[src/rtl/fetch_sequencer_if.sv]
// Bundles the fetch sequencer's control inputs, instruction-memory bus and
// decode-stage handshake. master = sequencer side, slave = memory/decode/control side.
interface fetch_sequencer_if #(
  parameter int ADDR_W = 2,
  parameter int CNT_W  = 16
);
  logic              start;
  logic              step;
  logic              halt_req;
  logic              redirect;
  logic [ADDR_W-1:0] redirect_pc;

  logic [ADDR_W-1:0] im_addr;
  logic              im_cs;
  logic [31:0]       im_data;

  logic [31:0]       instr;
  logic [ADDR_W-1:0] instr_pc;
  logic              instr_valid;
  logic              instr_ready;

  logic              busy;
  logic [CNT_W-1:0]  fetch_count;

  modport master (
    input  start, step, halt_req, redirect, redirect_pc, im_data, instr_ready,
    output im_addr, im_cs, instr, instr_pc, instr_valid, busy, fetch_count
  );

  modport slave (
    output start, step, halt_req, redirect, redirect_pc, im_data, instr_ready,
    input  im_addr, im_cs, instr, instr_pc, instr_valid, busy, fetch_count
  );
endinterface

[src/rtl/fetch_sequencer.sv]
// Program counter and fetch controller for a combinational instruction memory,
// with a one-entry output register handed to decode over valid/ready.
module fetch_sequencer #(
  parameter int ADDR_W = 2,
  parameter int CNT_W  = 16
) (
  input  logic               clk,
  input  logic               reset,
  fetch_sequencer_if.master  bus
);

  typedef enum logic [1:0] {
    IDLE = 2'd0,
    RUN  = 2'd1,
    STEP = 2'd2
  } state_t;

  state_t            state_q, state_d;
  logic [ADDR_W-1:0] pc_q, pc_d;
  logic [31:0]       instr_q, instr_d;
  logic [ADDR_W-1:0] instr_pc_q, instr_pc_d;
  logic              valid_q, valid_d;
  logic [CNT_W-1:0]  cnt_q, cnt_d;

  logic slot_free;
  logic fire;

  assign slot_free = !valid_q || bus.instr_ready;
  assign fire      = (state_q != IDLE) && slot_free && !bus.redirect && !bus.halt_req;

  // NOTE: every next-state signal takes its hold value first, so no path can infer a latch.
  always_comb begin
    state_d    = state_q;
    pc_d       = pc_q;
    instr_d    = instr_q;
    instr_pc_d = instr_pc_q;
    valid_d    = valid_q;
    cnt_d      = cnt_q;

    // Redirect flushes the held word even when decode is stalled.
    if (bus.redirect) begin
      pc_d    = bus.redirect_pc;
      valid_d = 1'b0;
    end else if (fire) begin
      instr_d    = bus.im_data;
      instr_pc_d = pc_q;
      valid_d    = 1'b1;
      pc_d       = pc_q + ADDR_W'(1);
      if (cnt_q != '1) cnt_d = cnt_q + CNT_W'(1);
    end else if (valid_q && bus.instr_ready) begin
      valid_d = 1'b0;
    end

    if (bus.halt_req) begin
      state_d = IDLE;
    end else begin
      case (state_q)
        IDLE: begin
          if (bus.start)     state_d = RUN;
          else if (bus.step) state_d = STEP;
        end
        RUN:  state_d = RUN;
        STEP: if (fire) state_d = IDLE;
        default: state_d = IDLE;
      endcase
    end
  end

  // NOTE: state registers use non-blocking assignments so all flops update together at the edge.
  always_ff @(posedge clk or posedge reset) begin
    if (reset) begin
      state_q    <= IDLE;
      pc_q       <= '0;
      instr_q    <= '0;
      instr_pc_q <= '0;
      valid_q    <= 1'b0;
      cnt_q      <= '0;
    end else begin
      state_q    <= state_d;
      pc_q       <= pc_d;
      instr_q    <= instr_d;
      instr_pc_q <= instr_pc_d;
      valid_q    <= valid_d;
      cnt_q      <= cnt_d;
    end
  end

  assign bus.im_addr     = pc_q;
  assign bus.im_cs       = fire;
  assign bus.instr       = instr_q;
  assign bus.instr_pc    = instr_pc_q;
  assign bus.instr_valid = valid_q;
  assign bus.busy        = (state_q != IDLE) || valid_q;
  assign bus.fetch_count = cnt_q;

endmodule

[src/flat_wrapper.sv]
// flat-port wrapper written by rule: the top's interface ports become plain ports
module fetch_sequencer_flat 
#(
  parameter int ADDR_W = 2,
  parameter int CNT_W  = 16
)
  (clk, reset, bus_start, bus_step, bus_halt_req, bus_redirect, bus_redirect_pc, bus_im_data, bus_instr_ready, bus_im_addr, bus_im_cs, bus_instr, bus_instr_pc, bus_instr_valid, bus_busy, bus_fetch_count);
  fetch_sequencer_if #(.ADDR_W(ADDR_W), .CNT_W(CNT_W)) bus_i ();
  input  logic clk;
  input  logic reset;
  input wire logic [$bits(bus_i.start)-1:0] bus_start;
  input wire logic [$bits(bus_i.step)-1:0] bus_step;
  input wire logic [$bits(bus_i.halt_req)-1:0] bus_halt_req;
  input wire logic [$bits(bus_i.redirect)-1:0] bus_redirect;
  input wire logic [$bits(bus_i.redirect_pc)-1:0] bus_redirect_pc;
  input wire logic [$bits(bus_i.im_data)-1:0] bus_im_data;
  input wire logic [$bits(bus_i.instr_ready)-1:0] bus_instr_ready;
  output wire logic [$bits(bus_i.im_addr)-1:0] bus_im_addr;
  output wire logic [$bits(bus_i.im_cs)-1:0] bus_im_cs;
  output wire logic [$bits(bus_i.instr)-1:0] bus_instr;
  output wire logic [$bits(bus_i.instr_pc)-1:0] bus_instr_pc;
  output wire logic [$bits(bus_i.instr_valid)-1:0] bus_instr_valid;
  output wire logic [$bits(bus_i.busy)-1:0] bus_busy;
  output wire logic [$bits(bus_i.fetch_count)-1:0] bus_fetch_count;
  assign bus_i.start = bus_start;
  assign bus_i.step = bus_step;
  assign bus_i.halt_req = bus_halt_req;
  assign bus_i.redirect = bus_redirect;
  assign bus_i.redirect_pc = bus_redirect_pc;
  assign bus_i.im_data = bus_im_data;
  assign bus_i.instr_ready = bus_instr_ready;
  assign bus_im_addr = bus_i.im_addr;
  assign bus_im_cs = bus_i.im_cs;
  assign bus_instr = bus_i.instr;
  assign bus_instr_pc = bus_i.instr_pc;
  assign bus_instr_valid = bus_i.instr_valid;
  assign bus_busy = bus_i.busy;
  assign bus_fetch_count = bus_i.fetch_count;
  fetch_sequencer #(.ADDR_W(ADDR_W), .CNT_W(CNT_W)) u_core (.clk(clk), .reset(reset), .bus(bus_i));
endmodule
[config.mk]
export PLATFORM = sky130hd
export DESIGN_NAME = fetch_sequencer_flat
export DESIGN_NICKNAME = d
export VERILOG_FILES = /design/src/rtl/fetch_sequencer_if.sv /design/src/rtl/fetch_sequencer.sv /design/src/flat_wrapper.sv
export SDC_FILE = /design/constraint.sdc
export NUM_CORES = 1
export LEC_CHECK = 0
export ABC_CLOCK_PERIOD_IN_PS = 1600
export CAP_MARGIN = 15
export CORE_MARGIN = 2
export CORE_UTILIZATION = 38
export CTS_CLUSTER_DIAMETER = 50
export DETAILED_ROUTE_END_ITERATION = 16
export GPL_TIMING_DRIVEN = 0
export PLACE_DENSITY = 0.82
export SYNTH_ARGS = -nofsm -noshare
export SYNTH_HDL_FRONTEND = slang
export SYNTH_SLANG_ARGS = --single-unit
[constraint.sdc]
create_clock -name clk -period 1.6 [get_ports clk]
set_input_delay 0.32 -clock clk [delete_from_list [all_inputs] [get_ports clk]]
set_output_delay 0.32 -clock clk [all_outputs]
set_load 0.02 [all_outputs]
# Word-level counts from Yosys, hierarchy flattened
# Cells that the tools add are included.
[totals]
reg_bits = 55
inputBits = 41
output_inout_bits = 55
[classes]
addsub = 2
n_eq_ne = 5
muxes = 10
n_bitwise = 1
n_reduce_logical = 16
[op_table]
columns = ["operator", "count"]
rows = [
  ["$add 16x1->16 const B", 1],
  ["$ne 16x16->1 const B", 1],
  ["$mux 2", 6],
  ["$pmux 2 s3", 1],
  ["$logic_and 1x1->1", 4],
  ["$ne 4x4->1 const B", 1],
  ["$reduce_and 2->1", 2],
  ["$reduce_bool 2->1", 2],
  ["$logic_not 1->1", 3],
  ["$mux 1", 3],
  ["$ne 3x3->1 const B", 1],
  ["$reduce_and 3->1", 1],
  ["$reduce_bool 3->1", 1],
  ["$add 2x1->2 const B", 1],
  ["$eq 2x1->1 const B", 1],
  ["$eq 2x2->1 const B", 1],
  ["$logic_not 2->1", 1],
  ["$logic_or 1x1->1", 2],
  ["$not 1->1", 1],
]

# Logic depth before layout (Yosys ltp)
[depth]
word_depth = 8
ltp_mapped = 7

# Worst setup path after synthesis
# Ideal clock, no wire load.
[synth_timing]
kind = "register to register"
from = "register u_core.cnt_q[0] (netlist: u_core.bus.fetch_count[0])"
to = "register u_core.cnt_q[11] (netlist: u_core.bus.fetch_count[11])"
setup_time_ns = 0.138
arrival_time_ns = 1.727
setup_slack_ns = -0.265
stages_incl_launch_ff = 7
path_buffers = 1
period_less_slack_ns = 1.865
cell_sequence = "dfrtp_1 -> ha_1 -> nand4_1 -> nor4_1 -> clkbuf_1 -> nor4_1 -> xor2_1"
[synth_between]
elab_chain_len = 2
[synth_rtl]
columns = ["element", "line_no", "text"]
rows = [
  ["start: declaration", "fetch_sequencer.sv:23", "logic [CNT_W-1:0] cnt_q, cnt_d;"],
  ["start signal: assignment", "fetch_sequencer.sv:84", "cnt_q <= cnt_d;"],
  ["branches (longest 2 deep; another with $add 16x1->16)", "n/a", ""],
]
# Several ways; the timed one is not identified.
# A chain may end at the register's enable or synchronous reset.

# Worst setup path after layout
[layout_timing]
from = "register u_core.valid_q (netlist: u_core.bus.instr_valid)"
to = "output bus_im_cs"
[layout_between]
elab_chain_len = 5
[layout_rtl]
columns = ["element", "line_no", "text"]
rows = [
  ["start: declaration", "fetch_sequencer.sv:22", "logic valid_q, valid_d;"],
  ["start signal: assignment", "fetch_sequencer.sv:83", "valid_q <= valid_d;"],
  ["$logic_not 1->1", "fetch_sequencer.sv:28", "assign slot_free = !valid_q || bus.instr_ready;"],
  ["$logic_or 1x1->1", "fetch_sequencer.sv:28", ""],
  ["$logic_and 1x1->1 (3 in series)", "fetch_sequencer.sv:29", "assign fire = (state_q != IDLE) && slot_free && !bus.redirect && !bus.halt_req;"],
  ["end: declaration", "flat_wrapper.sv:19", "output wire logic [$bits(bus_i.im_cs)-1:0] bus_im_cs;"],
]
# Every way passes these cells.

==> impl_metrics.toml <==
[status]
violations = "negative setup slack"
outcome = "finished, violations left"

[sta]
skew_ns = 0.00228
rsz0062_at_grt = "true"
hold_violations = 0
max_freq_mhz = 531
worst_slew_pin_slew_ns = 0.585
holdWs_ns = 0.381
period_needed_ns = 1.88
period_share = 1.18
setup_viol = 51
fin_setup_tns_ns = -7.17
maxSlewViolCount = 0
setup_ws_ns = -0.285
relSlewSlack = 0.608

[clock_tree]
clk_pin_slew_worst_paths_ns = 0.09
cts_sinks = 55
cts_made_buffers = 5
clk_latency_ns = 0.29
cts-root-buf = "clkbuf_8"
cts_tree = "built"
ctsHoldBuffers = 0
cts_max_path_buffers = 2
htree_levels = 2

[placed_design]
gp_congestion = 0.781
dp_cells = 411
place_ws_ns = -1.21
hpwl_um = 4190
portBuffers = 95
place_area_mm2 = 0.00346

[global_routing]
grt-ovfl-total = 0
grt_max_degree = 56
antenna_found_initial = 0
grt_pass1_wl_um = 9550
grt_usage = 0.186
first_global_vias = 2039

[floorplanning]
start_util = 0.389
num_rows = 28
die_area_mm2 = 0.00666
ios = 96
die_w_um = 81.6
die_y_um = 81.6
core_area_mm2 = 0.00589

[critical_path]
startpoint_type = "flip-flop"
required_ns = 1.28
crit_arrival_ns = 1.56
endpoint_kind = "primary output"
cp_max_fo = 2
path_class = "flip-flop to primary output"

[finish]
nFillCells = 473
diodes = 0
stdcell_count = 436
design_area_mm2 = 0.00396
drive_gt1_frac = 0.213
syn2layout_area_growth_pct = 73.0
final_util = 0.672
fin_nets = 403

[routing]
wl_um = 6430
drtIter0Drc = 71
ant_nets = 0
wire_per_inst_um = 14.8
via_per_inst = 4.83
dr_wl_met2_um = 3310
routed-via-count = 2105
highest-signal-layer = "met4"
drtPass1Iterations = 4
routed-wl-met3_um = 437
wl_met1_um = 2650
drc_errors = 0

[power_and_ir_drop]
p_total_mw = 4.33
sw_frac_of_total = 0.350
ir_worst_vdd_mv = 0.603
clkPwrFrac = 0.174
combPwrFrac = 0.383
intPower_mw = 2.81
p_leak_nw = 2.17
power_density_mw_per_mm2 = 1090
p_switching_mw = 1.51
seq_power_share = 0.444

[synth]
synth_area_leader_cell = "dfrtp_1"
ys_seq_area_frac = 0.602
syn_nets = 283
synth-main-ff-cell = "dfrtp_1"
synth_cell_types = 29
synth_area_leaders = "dfrtp_1 60%, nand2_1 18%, xor2_1 5.7%"
synth.avg_cell_area_um2 = 9.49
async_reset_ff_frac = 1.00
yosysWarnings = 0
synth_edf_count = 0
synth_seq_cells = 55
synth_cells = 241
synth.cell_area_mm2 = 0.00229
yosys.area.top_type_share = 0.602

[worst_hold_path]
hold_class = "primary input to flip-flop"

[run]
max_cap_violations = 0
==> power by group through the flow <==
stage          clock network [mW]  logic [mW]  registers, mW
2_1_floorplan                   0       0.364           2.32
3_3_place_gp                    0        1.54           1.95
3_5_place_dp                    0        1.58           1.96
4_1_cts                     0.787        1.51           1.94
5_1_grt                     0.832        1.78           1.96
6_report                    0.752        1.66           1.92
==> synthesized netlist by cell type (2+ instances only) <==
cell type	instances
nand2_1	107
dfrtp_1	55
xor2_1	15
nor4_1	9
nor2_1	8
nor3_1	7
clkbuf_1	6
nand4_1	6
nand3_1	5
and4_1	2
buf_1	2
nor3b_1	2
==> sequential cells by signal (all words and copies together), names as in the netlist <==
signal / count
u_core.bus.fetch_count: 16
u_core.bus.instr_valid: 1
u_core.state_q: 2
u_core.bus.im_addr: 2
u_core.bus.instr: 32
u_core.bus.instr_pc: 2
==> per-layer routing <==
| layer | GRT usage | vias to the layer above |
|---|---|---|
| li1 | - | 1018 |
| met1 | 0.219 | 1012 |
| met2 | 0.337 | 69 |
| met3 | 0.0429 | 6 |
| met4 | 0.0600 | 0 |
| met5 | 0 | - |
==> worst max-delay path, cell delays in order, from the launching register on <==
cell	delay, ns
dfrtp_2	0.40
nor2b_4	0.12
or4_4	0.47
inv_8	0.08
buf_8	0.09
buf_6	0.10
==> logic make-up (layout without fill, tap and decap cells) <==
kind of cell / count (synthesis) / after routing / share of synthesized area
compound gates: 4 / 4 / 0.0120
xor+xnor: 16 / 16 / 0.0613
fa+ha+maj: 1 / 1 / 0.00547
buf+inv: 13 / 133 / 0.0301
flops: 55 / 55 / 0.602
mux: 1 / 1 / 0.00492
simple gates: 151 / 151 / 0.284
==> layout by cell type, fill, tap and decap left out, types with 6 or more instances in the layout <==
cell,synthesis,final
buf_4,0,17
dlymetal6s2s_1,0,24
nor4_4,0,8
nand2_1,107,104
dfrtp_1,55,50
dlygate4sd2_1,0,30
clkdlybuf4s50_1,0,37
xor2_1,15,15
clkbuf_8,0,10
nand4_1,6,6
nor2_1,8,6
==> cell type report <==
| type | instances | area (um^2) | area share |
|---|---|---|---|
| Clock inverter | 1 | 5.00 | 0.00127 |
| Tap cell | 75 | 93.8 | 0.0237 |
| Clock buffer | 6 | 82.6 | 0.0209 |
| Buffer | 10 | 139 | 0.0351 |
| Sequential cell | 55 | 1380 | 0.349 |
| Inverter | 2 | 18.8 | 0.00474 |
| Multi-Input combinational cell | 173 | 1090 | 0.276 |
| Timing Repair Buffer | 114 | 1140 | 0.289 |
==> final timing paths <==
| kind | start | depth (start not counted) | end | slack (ns) |
|---|---|---|---|---|
| max in group asynchronous | reset | 3 | u_core.bus.instr_valid | 0.66 |
| max | u_core.bus.instr_valid | 5 | bus_im_cs | -0.28 |
| min in group asynchronous | reset | 2 | u_core.bus.instr[6] | 0.40 |
| min reg2reg | u_core.bus.instr[29] | 2 | u_core.bus.instr[29] | 0.47 |
| min | bus_halt_req | 2 | u_core.state_q[0] | 0.38 |
| max reg2reg | u_core.bus.instr_valid | 6 | u_core.bus.fetch_count[10] | -0.25 |
==> what timing repair did <==
| action | CTS | global route |
|---|---|---|
| setup endpoints to repair | 84 | 79 |
| buffers inserted | 8 | 9 |
| cloned | 1 | 0 |
| gates resized for setup | 69 | 56 |
| pin swaps | 9 | 9 |
| hold endpoints to repair | 0 | 0 |
Note: power is estimated with default switching activity, not from simulation.
